--- config.mk ---
export PLATFORM = sky130hd
export DESIGN_NAME = motor_speed_pi_controller
export DESIGN_NICKNAME = d
export VERILOG_FILES = /design/src/rtl/motor_ctrl_pkg.sv /design/src/rtl/sample_tick_gen.sv /design/src/rtl/motor_speed_pi_controller.sv
export SDC_FILE = /design/constraint.sdc
export NUM_CORES = 2
export LEC_CHECK = 0
export ABC_AREA = 1
export CAP_MARGIN = 20
export CELL_PAD_IN_SITES_DETAIL_PLACEMENT = 0
export CELL_PAD_IN_SITES_GLOBAL_PLACEMENT = 2
export CORE_MARGIN = 5
export CORE_UTILIZATION = 25
export DETAILED_ROUTE_END_ITERATION = 12
export GPL_ROUTABILITY_DRIVEN = 1
export PLACE_DENSITY = 0.57
export SYNTH_ARGS = -nofsm -noshare
export SYNTH_HDL_FRONTEND = slang
export SYNTH_SLANG_ARGS = --single-unit
--- constraint.sdc ---
create_clock -name clk_in -period 12.1 [get_ports clk_in]
set_input_delay 2.42 -clock clk_in [delete_from_list [all_inputs] [get_ports clk_in]]
set_output_delay 2.42 -clock clk_in [all_outputs]
set_load 0.05 [all_outputs]
--- src/rtl/motor_ctrl_pkg.sv ---
// Shared widths, FSM state type and arithmetic types for the motor PI speed controller.
package motor_ctrl_pkg;

  localparam int RPM_W     = 21;
  localparam int GAIN_W    = 16;
  localparam int FRAC_BITS = 8;
  localparam int DUTY_W    = 10;
  localparam int PROD_W    = RPM_W + GAIN_W + 2;
  localparam int SUM_W     = PROD_W + 1;
  localparam int DUTY_MAX  = (2 ** DUTY_W) - 1;

  typedef enum logic [2:0] {
    IDLE,
    ERR,
    MUL,
    INTEG,
    SUM
  } pi_state_t;

  typedef logic signed [RPM_W:0]    rpm_err_t;
  typedef logic signed [PROD_W-1:0] prod_t;
  typedef logic signed [SUM_W-1:0]  sum_t;

endpackage

--- src/rtl/sample_tick_gen.sv ---
// Free-running period counter; tick_out is high for the single cycle the count wraps.
module sample_tick_gen #(
  parameter int SAMPLE_CYCLES = 1_250_000
) (
  input  logic clk_in,
  input  logic reset_n_in,
  output logic tick_out
);

  localparam int CNT_W = (SAMPLE_CYCLES > 1) ? $clog2(SAMPLE_CYCLES) : 1;

  logic [CNT_W-1:0] cnt_q, cnt_d;
  logic             wrap;

  always_comb begin
    wrap  = (cnt_q == CNT_W'(SAMPLE_CYCLES - 1));
    cnt_d = wrap ? '0 : cnt_q + CNT_W'(1);
  end

  always_ff @(posedge clk_in) begin
    if (!reset_n_in) cnt_q <= '0;
    else             cnt_q <= cnt_d;
  end

  assign tick_out = wrap;

endmodule

--- src/rtl/motor_speed_pi_controller.sv ---
// PI speed regulator: one saturated, anti-windup duty update per control period.
//   state | meaning
//   IDLE  | waiting for the period tick while enabled
//   ERR   | inputs latched, speed error formed
//   MUL   | proportional and integral products formed
//   INTEG | integrator advanced or held, clamped
//   SUM   | P+I scaled, clamped to duty range, published
module motor_speed_pi_controller
  import motor_ctrl_pkg::*;
#(
  parameter int SAMPLE_CYCLES = 1_250_000,
  parameter int INT_LIMIT     = 1 << 30
) (
  input  logic              clk_in,
  input  logic              reset_n_in,
  input  logic              enable_in,
  input  logic [RPM_W-1:0]  target_rpm_in,
  input  logic [RPM_W-1:0]  actual_rpm_in,
  input  logic [GAIN_W-1:0] kp_in,
  input  logic [GAIN_W-1:0] ki_in,
  output logic [DUTY_W-1:0] duty_out,
  output logic              duty_valid_out,
  output logic              saturated_out
);

  logic tick;

  sample_tick_gen #(.SAMPLE_CYCLES(SAMPLE_CYCLES)) u_tick (
    .clk_in     (clk_in),
    .reset_n_in (reset_n_in),
    .tick_out   (tick)
  );

  pi_state_t          state_q, state_d;
  logic [RPM_W-1:0]   tgt_q, tgt_d, act_q, act_d;
  logic [GAIN_W-1:0]  kp_q, kp_d, ki_q, ki_d;
  rpm_err_t           err_q, err_d;
  prod_t              p_q, p_d, i_inc_q, i_inc_d, integ_q, integ_d;
  logic [DUTY_W-1:0]  duty_q, duty_d;
  logic               valid_q, valid_d;
  logic               sat_hi_q, sat_hi_d, sat_lo_q, sat_lo_d;
  logic               en_q, en_d;
  sum_t               integ_sum, s_full;
  logic               hold;

  always_comb begin
    state_d   = state_q;
    tgt_d     = tgt_q;
    act_d     = act_q;
    kp_d      = kp_q;
    ki_d      = ki_q;
    err_d     = err_q;
    p_d       = p_q;
    i_inc_d   = i_inc_q;
    integ_d   = integ_q;
    duty_d    = duty_q;
    valid_d   = 1'b0;
    sat_hi_d  = sat_hi_q;
    sat_lo_d  = sat_lo_q;
    en_d      = enable_in;
    integ_sum = sum_t'(integ_q) + sum_t'(i_inc_q);
    s_full    = (sum_t'(p_q) + sum_t'(integ_q)) >>> FRAC_BITS;
    // Freeze the integrator while the error would push further into the active clamp.
    hold      = (sat_hi_q && !err_q[RPM_W] && (err_q != '0)) || (sat_lo_q && err_q[RPM_W]);

    if (integ_sum > sum_t'(INT_LIMIT))       integ_sum = sum_t'(INT_LIMIT);
    else if (integ_sum < sum_t'(-INT_LIMIT)) integ_sum = sum_t'(-INT_LIMIT);

    case (state_q)
      IDLE: begin
        if (tick && enable_in) begin
          state_d = ERR;
          tgt_d   = target_rpm_in;
          act_d   = actual_rpm_in;
          kp_d    = kp_in;
          ki_d    = ki_in;
        end
      end
      ERR: begin
        err_d   = $signed({1'b0, tgt_q}) - $signed({1'b0, act_q});
        state_d = MUL;
      end
      MUL: begin
        p_d     = prod_t'(err_q) * prod_t'($signed({1'b0, kp_q}));
        i_inc_d = prod_t'(err_q) * prod_t'($signed({1'b0, ki_q}));
        state_d = INTEG;
      end
      INTEG: begin
        if (!hold) integ_d = prod_t'(integ_sum);
        state_d = SUM;
      end
      SUM: begin
        sat_hi_d = 1'b0;
        sat_lo_d = 1'b0;
        if (s_full[SUM_W-1]) begin
          duty_d   = '0;
          sat_lo_d = 1'b1;
        end else if (s_full > sum_t'(DUTY_MAX)) begin
          duty_d   = '1;
          sat_hi_d = 1'b1;
        end else begin
          duty_d   = s_full[DUTY_W-1:0];
        end
        valid_d = 1'b1;
        state_d = IDLE;
      end
      default: state_d = IDLE;
    endcase

    // Disable overrides everything; the enable falling edge publishes the forced zero once.
    if (!enable_in) begin
      state_d  = IDLE;
      integ_d  = '0;
      duty_d   = '0;
      sat_hi_d = 1'b0;
      sat_lo_d = 1'b0;
      valid_d  = en_q;
    end
  end

  always_ff @(posedge clk_in) begin
    if (!reset_n_in) begin
      state_q  <= IDLE;
      tgt_q    <= '0;
      act_q    <= '0;
      kp_q     <= '0;
      ki_q     <= '0;
      err_q    <= '0;
      p_q      <= '0;
      i_inc_q  <= '0;
      integ_q  <= '0;
      duty_q   <= '0;
      valid_q  <= 1'b0;
      sat_hi_q <= 1'b0;
      sat_lo_q <= 1'b0;
      en_q     <= 1'b0;
    end else begin
      state_q  <= state_d;
      tgt_q    <= tgt_d;
      act_q    <= act_d;
      kp_q     <= kp_d;
      ki_q     <= ki_d;
      err_q    <= err_d;
      p_q      <= p_d;
      i_inc_q  <= i_inc_d;
      integ_q  <= integ_d;
      duty_q   <= duty_d;
      valid_q  <= valid_d;
      sat_hi_q <= sat_hi_d;
      sat_lo_q <= sat_lo_d;
      en_q     <= en_d;
    end
  end

  assign duty_out       = duty_q;
  assign duty_valid_out = valid_q;
  assign saturated_out  = sat_hi_q | sat_lo_q;

  a_tick_only_in_idle : assert property (
    @(posedge clk_in) disable iff (!reset_n_in) tick |-> (state_q == IDLE)
  );

endmodule

Yosys cells after proc, flatten, opt, wreduce, memory -nomap -nowiden
Index checks and enable logic that the tools add are counted.
{ "totals": {"regBits": 251, "latch_bits": 0, "ramBits": 0, "romBits": 0, "input_bits": 77, "output_inout_bits": 12, "word_cells": 56, "mem_count": 0} }
{ "classes": {"add_sub_neg": 4, "multipliers": 2, "n_div": 0, "magnitude_cmp": 3, "eq_ne": 6, "n_shift": 0, "muxes": 11, "bitwise_logic": 3, "n_reduce_logical": 12} }
{ "op_table": {"columns": ["operator", "n"], "rows": [
  ["adder 39 x 39 -> 40 bit", 2],
  ["multiplier 22 x 17 -> 39 bit", 2],
  ["2-to-1 mux 39 bit", 2],
  ["> comparator 40 x 32 -> 1 bit, second input constant", 1],
  ["less-than comparator 40 x 31 -> 1 bit, second input constant", 1],
  ["> comparator 32 x 11 -> 1 bit, second input constant", 1],
  ["nonzero test 22 bit", 1],
  ["subtractor 21 x 21 -> 22 bit", 1],
  ["adder 21 x 1 -> 21 bit, second input constant", 1],
  ["== test 21 bit, second input constant", 1],
  ["2-to-1 mux 10 bit", 2],
  ["case mux 3 bit (4 select lines)", 1],
  ["== test 3 x 2 -> 1 bit, second input constant", 2],
  ["AND reduction 2 bit", 3],
  ["2-to-1 mux 1 bit", 5],
  ["logical AND 1 bit", 4],
  ["== test 3 x 1 -> 1 bit, second input constant", 1],
  ["== test 3 bit, second input constant", 1],
  ["zero test 3 bit", 1],
  ["2-to-1 mux 3 bit", 1],
  ["inequality test 2 bit, second input constant", 1],
  ["NOT 1 bit", 2],
  ["OR reduction 2 bit", 1],
  ["zero test 1 bit", 1],
  ["2 further kinds", 2]
]} }

Longest topological paths before layout
{ "logic_depth": {"ltp_word": 6, "depth_mapped": 33, "mapped_depth_nobuf": 31} }

Cells and area by module
From an unflattened synthesis, not the netlist that was laid out.
{ "unflattened": {"hier_cells": 6167, "hier_area_um2": 43696.9} }
{ "by_module_without_submodules": {"columns": ["mod", "n_inst", "cells_each", "area_each_um2", "seq_area_each_um2"], "rows": [
  ["motor_speed_pi_controller", 1, 6003, 42580.8, 4604.4],
  ["sample_tick_gen", 1, 164, 1116.1, 420.4]
]} }

Worst setup path before layout
OpenSTA, ideal clock, no wires.
{ "synth_path": {"kind": "flip-flop to flip-flop", "start": "register err_q[21]", "end": "register p_q[37]", "setup_ns": 0.058, "arrival_time_ns": 5.826, "t_required_ns": 12.042, "setup_slack_ns": 6.216, "stages_incl_launch_ff": 25, "path_buffers": 2, "period_less_slack_ns": 5.884, "cell_sequence": "dfxtp_1 > clkbuf_1 > clkbuf_1 > nand2_1 > fa_1 > inv_1 > fa_1 > inv_1 > fa_1 > fa_1 > fa_1 > fa_1 > inv_1 > ha_1 > nand2_1 > nor2_1 > inv_1 > nor2_1 > nand2_1 > o21ai_0 > nand3_1 > a21o_1 > nand3_1 > o211ai_1 > inv_1"} }
{ "synth_via": {"elab_chain_cells": 1} }
{ "synth_rtl": {"columns": ["item", "line_no", "rtl"], "rows": [
  ["from (decl)", "motor_speed_pi_controller.sv:37", "rpm_err_t err_q, err_d;"],
  ["from (signal assigned)", "motor_speed_pi_controller.sv:143", "err_q <= err_d;"],
  ["multiplier 22 x 17 -> 39 bit", "motor_speed_pi_controller.sv:84", "p_d = prod_t'(err_q) * prod_t'($signed({1'b0, kp_q}));"],
  ["to (signal assigned)", "motor_speed_pi_controller.sv:144", "p_q <= p_d;"],
  ["to (decl)", "motor_speed_pi_controller.sv:38", "prod_t p_q, p_d, i_inc_q, i_inc_d, integ_q, integ_d;"]
]} }
No other way between the ends.
A chain may end at the register's enable or synchronous reset.

Worst setup path after layout
{ "layout_path": {"start": "register err_q[21]", "end": "register i_inc_q[36]"} }
{ "layout_via": {"elab_chain_cells": 1} }
{ "layout_rtl": {"columns": ["item", "line_no", "rtl"], "rows": [
  ["multiplier 22 x 17 -> 39 bit", "motor_speed_pi_controller.sv:85", "i_inc_d = prod_t'(err_q) * prod_t'($signed({1'b0, ki_q}));"],
  ["to (signal assigned)", "motor_speed_pi_controller.sv:145", "i_inc_q <= i_inc_d;"],
  ["to (decl)", "motor_speed_pi_controller.sv:38", null]
]} }
No other way between the ends.

==> key figures <==
Clocking
  • Worst-path clk slew: 60 ps
  • Clock sinks: 251
  • Clock Path Buffers: 3
  • Post-CTS Hold Fix Bufs: 0
  • Clock buffer count from CTS: 35
  • TritonCTS clock tree: built
  • PostCTS Resize Cnt: 0
  • CTS root buffer: clkbuf_16
  • Worst-Skew Late Latency: 610 ps
  • H-tree depth: 2
  • Postcts setup bufs: 0

Floorplan
  • Die height: 431 microns
  • Die width: 431 microns
  • Rows: 154
  • Initial Utilization: 0.251
  • IO Pins: 89
  • Core area: 176000 sq um
  • Die area: 186000 sq um

Synth
  • Post-Syn Nets: 7387
  • Area share of the largest cell type after synthesis: 0.316
  • #FFs+latches synth: 251
  • Cell Area, Synth: 44300 sq um
  • Area contributors post-synth: fa_1 32%, inv_1 14%, nand2_1 14%
  • Synth unique cells: 43
  • Top_reg_cell synth: dfxtp_1
  • Register area share after synthesis: 0.113
  • EDFF count, synth: 0
  • Async set-reset flop share out of synthesis: 0
  • Post-Syn Area per Cell: 7.01 sq um
  • Most frequent cell after synthesis: inv_1
  • Gate Count Post-Synth: 6317
  • Area leader, netlist: fa_1
  • Post-synth top cells: 1675 x inv_1, 1653 x nand2_1, 700 x fa_1
  • Yosys Warn Count: 0

Setup path
  • Crit Reg-Reg Startpoint: err_q[21]
  • Worst Setup Path Type: register to register
  • CP peak stage delay: 800 ps
  • Worst path required time: 12580 ps
  • Most common cell on crit path: fa_1
  • Worst Path Max Fanout: 34
  • Critical-path top delay cell: fa_1
  • Worst R2R Setup Slack: 5120 ps
  • Reg2reg path depth: 23
  • Crit. Startpoint: err_q[21]
  • Worst EP arrival: 7460 ps
  • Cell Chain, Critical Path: buf_4 > nand2_1 > fa_1 > fa_1 > inv_1 > fa_1 > fa_1 > fa_1 > inv_1 > fa_1 > inv_1 > ha_1 > a21oi_1 > a21boi_0 > o21ai_0 > a221oi_1 > nand2_1 > nand3_1 > a21oi_1 > nor2_1 > nand2_1 > nand2_1 > inv_1
  • FF-to-FF End: i_inc_q[36]
  • Worst setup SP type: register
  • CP endpoint: i_inc_q[36]
  • Setup crit end kind: register

Timing
  • Rel. slew slack: 0.400
  • Count of pins over their slew limit: 0
  • Min Tclk post-route: 6980 ps
  • Hold_ws: 443 ps
  • Slew @ Worst Pin: 894 ps
  • Final setup fails: 0
  • Final worst-path cycle share: 0.577
  • RSZ-0062 raised after global routing: no
  • Final hold violation count: 0
  • Fmax: 143 MHz
  • Clk_skew: 32.6 ps
  • Setup tns final: 0 ps

Layout
  • Final core occ: 0.278
  • Share of cells above drive strength 1: 0.0398
  • Area Overhead vs Synth: 10.7%
  • Number of diodes: 0
  • Layout net count: 7348

GRT
  • First-pass GRT wire length: 250000 microns
  • Initial antenna violation count: 7
  • Total gr overflow: 0
  • Vias in the first global route: 40000
  • Total GRT Usage: 0.175
  • Largest net degree at the start of global routing: 70

Worst hold path
  • Hold crit path type: register to register

Detailed routing
  • TritonRoute pass-1 iters: 5
  • Vias: 37100
  • DR WL met3: 2840 microns
  • Top Metal Used: met4
  • DRT met1 WL: 74300 microns
  • Post-route ant nets: 0
  • Wirelength, routed: 161000 microns
  • Vias/cell: 4.29
  • DR WL met2: 81800 microns
  • Number of remaining DRC errors: 0
  • DR WL/cell: 18.6 microns
  • DR iter-0 viols: 1776

Power
  • VDD IR max: 0.0753 mV
  • P_leak: 27.1 nW
  • Pwr per Cell Area: 40.4 nW/um^2
  • Pwr Total: 1.98 mW

Outcome
  • Status: completed

Run
  • Max-cap viol count: 0

Placed design
  • Placer congestion estimate: 0.816
  • # port buffers: 88
  • Post-DP HPWL: 131000 microns
## state kept, by name, indices dropped and copies added (netlist names), 3 cells and up
| signal | cells |
|---|---|
| i_inc_q | 39 |
| integ_q | 39 |
| p_q | 39 |
| err_q | 22 |
| act_q | 21 |
| tgt_q | 21 |
| u_tick.cnt_q | 21 |
| ki_q | 16 |
| kp_q | 16 |
| duty_out | 10 |
| state_q | 3 |
## cell type report
| class | count | area (sq um) |
|---|---|---|
| clock buffers | 44 | 950 |
| multi-input cells | 4145 | 32000 |
| repair buffers | 160 | 1550 |
| flip-flops and latches | 251 | 5030 |
| well taps | 2340 | 2930 |
| fillers | 19700 | 127000 |
| clock inverters | 14 | 219 |
| inverters | 1685 | 6320 |
## worst min path at each step
| stage | endpoint | cells past startpoint | start |
|---|---|---|---|
| finish | u_tick.cnt_q[0] | 1 | u_tick.cnt_q[0] |
| floorplan | u_tick.cnt_q[0] | 1 | u_tick.cnt_q[0] |
| detailed placement | u_tick.cnt_q[0] | 1 | u_tick.cnt_q[0] |
| CTS | u_tick.cnt_q[0] | 1 | u_tick.cnt_q[0] |
| global route | u_tick.cnt_q[0] | 1 | u_tick.cnt_q[0] |
| global placement | u_tick.cnt_q[0] | 1 | u_tick.cnt_q[0] |
## cells by family (layout without fill, tap and decap cells)
family                     count (synthesis)  after routing  share of synthesized area
and+or+nand+nor                         2483           2483                      0.230
DFF                                      251            251                      0.113
buffers and inverters                   1921           1903                      0.164
AOI/OAI and AO/OA                        559            559                     0.0720
adders and majority gates                993            993                      0.399
xor gates and xnor gates                 110            110                     0.0218
## per-stage QoR
| step | instances | cell area (sq um) | setup slack, ps |
|---|---|---|---|
| floorplan | 6317 | 44300 | 6220 |
| global placement | 8574 | 47700 | 4740 |
| detailed placement | 8580 | 47900 | 5140 |
| CTS | 8638 | 49000 | 5080 |
| global route | 8639 | 49000 | 4650 |
| finish | 8639 | 49000 | 5120 |
## layout by cell type, fill, tap and decap left out, types with 7 or more instances in the layout
cell type	synthesis	routed
a21boi_0	7	7
a21o_1	14	14
a21oi_1	215	215
a21oi_2	30	30
a31oi_1	22	22
buf_4	3	66
clkbuf_16	0	35
clkdlybuf4s50_1	0	87
dfxtp_1	251	245
fa_1	700	700
ha_1	293	293
inv_1	1675	1675
nand2_1	1653	1652
nand2_2	12	13
nand3_1	117	115
nand3_2	32	33
nand3b_1	27	27
nand4_1	39	39
nor2_1	449	447
nor2_2	9	9
nor3_1	106	106
nor4_1	13	13
o211ai_1	27	27
o21a_1	11	11
o21ai_0	201	201
o21bai_1	12	12
o221ai_1	9	9
or2_2	12	12
xnor2_1	47	47
xor2_1	63	63
## power by group
| group | internal [mW] | switching, mW |
|---|---|---|
| registers | 0.828 | 0.000597 |
| logic | 0.0248 | 0.0296 |
| clock network | 0.645 | 0.457 |
| total | 1.50 | 0.487 |
## metal layers
layer,vias up,GRT usage
met4,0,0.0250
met3,95,0.0115
met2,371,0.324
met5,-,0
met1,18200,0.229
li1,18400,-
## worst max-delay path: cells and delay by family (launching register included)
kind / cells / cell delay, ps
fa+ha+maj: 7 / 3550
buf+inv: 5 / 710
simple gates: 6 / 780
compound gates: 5 / 1410
flops: 1 / 370
Note: power is estimated with default switching activity, not from simulation.
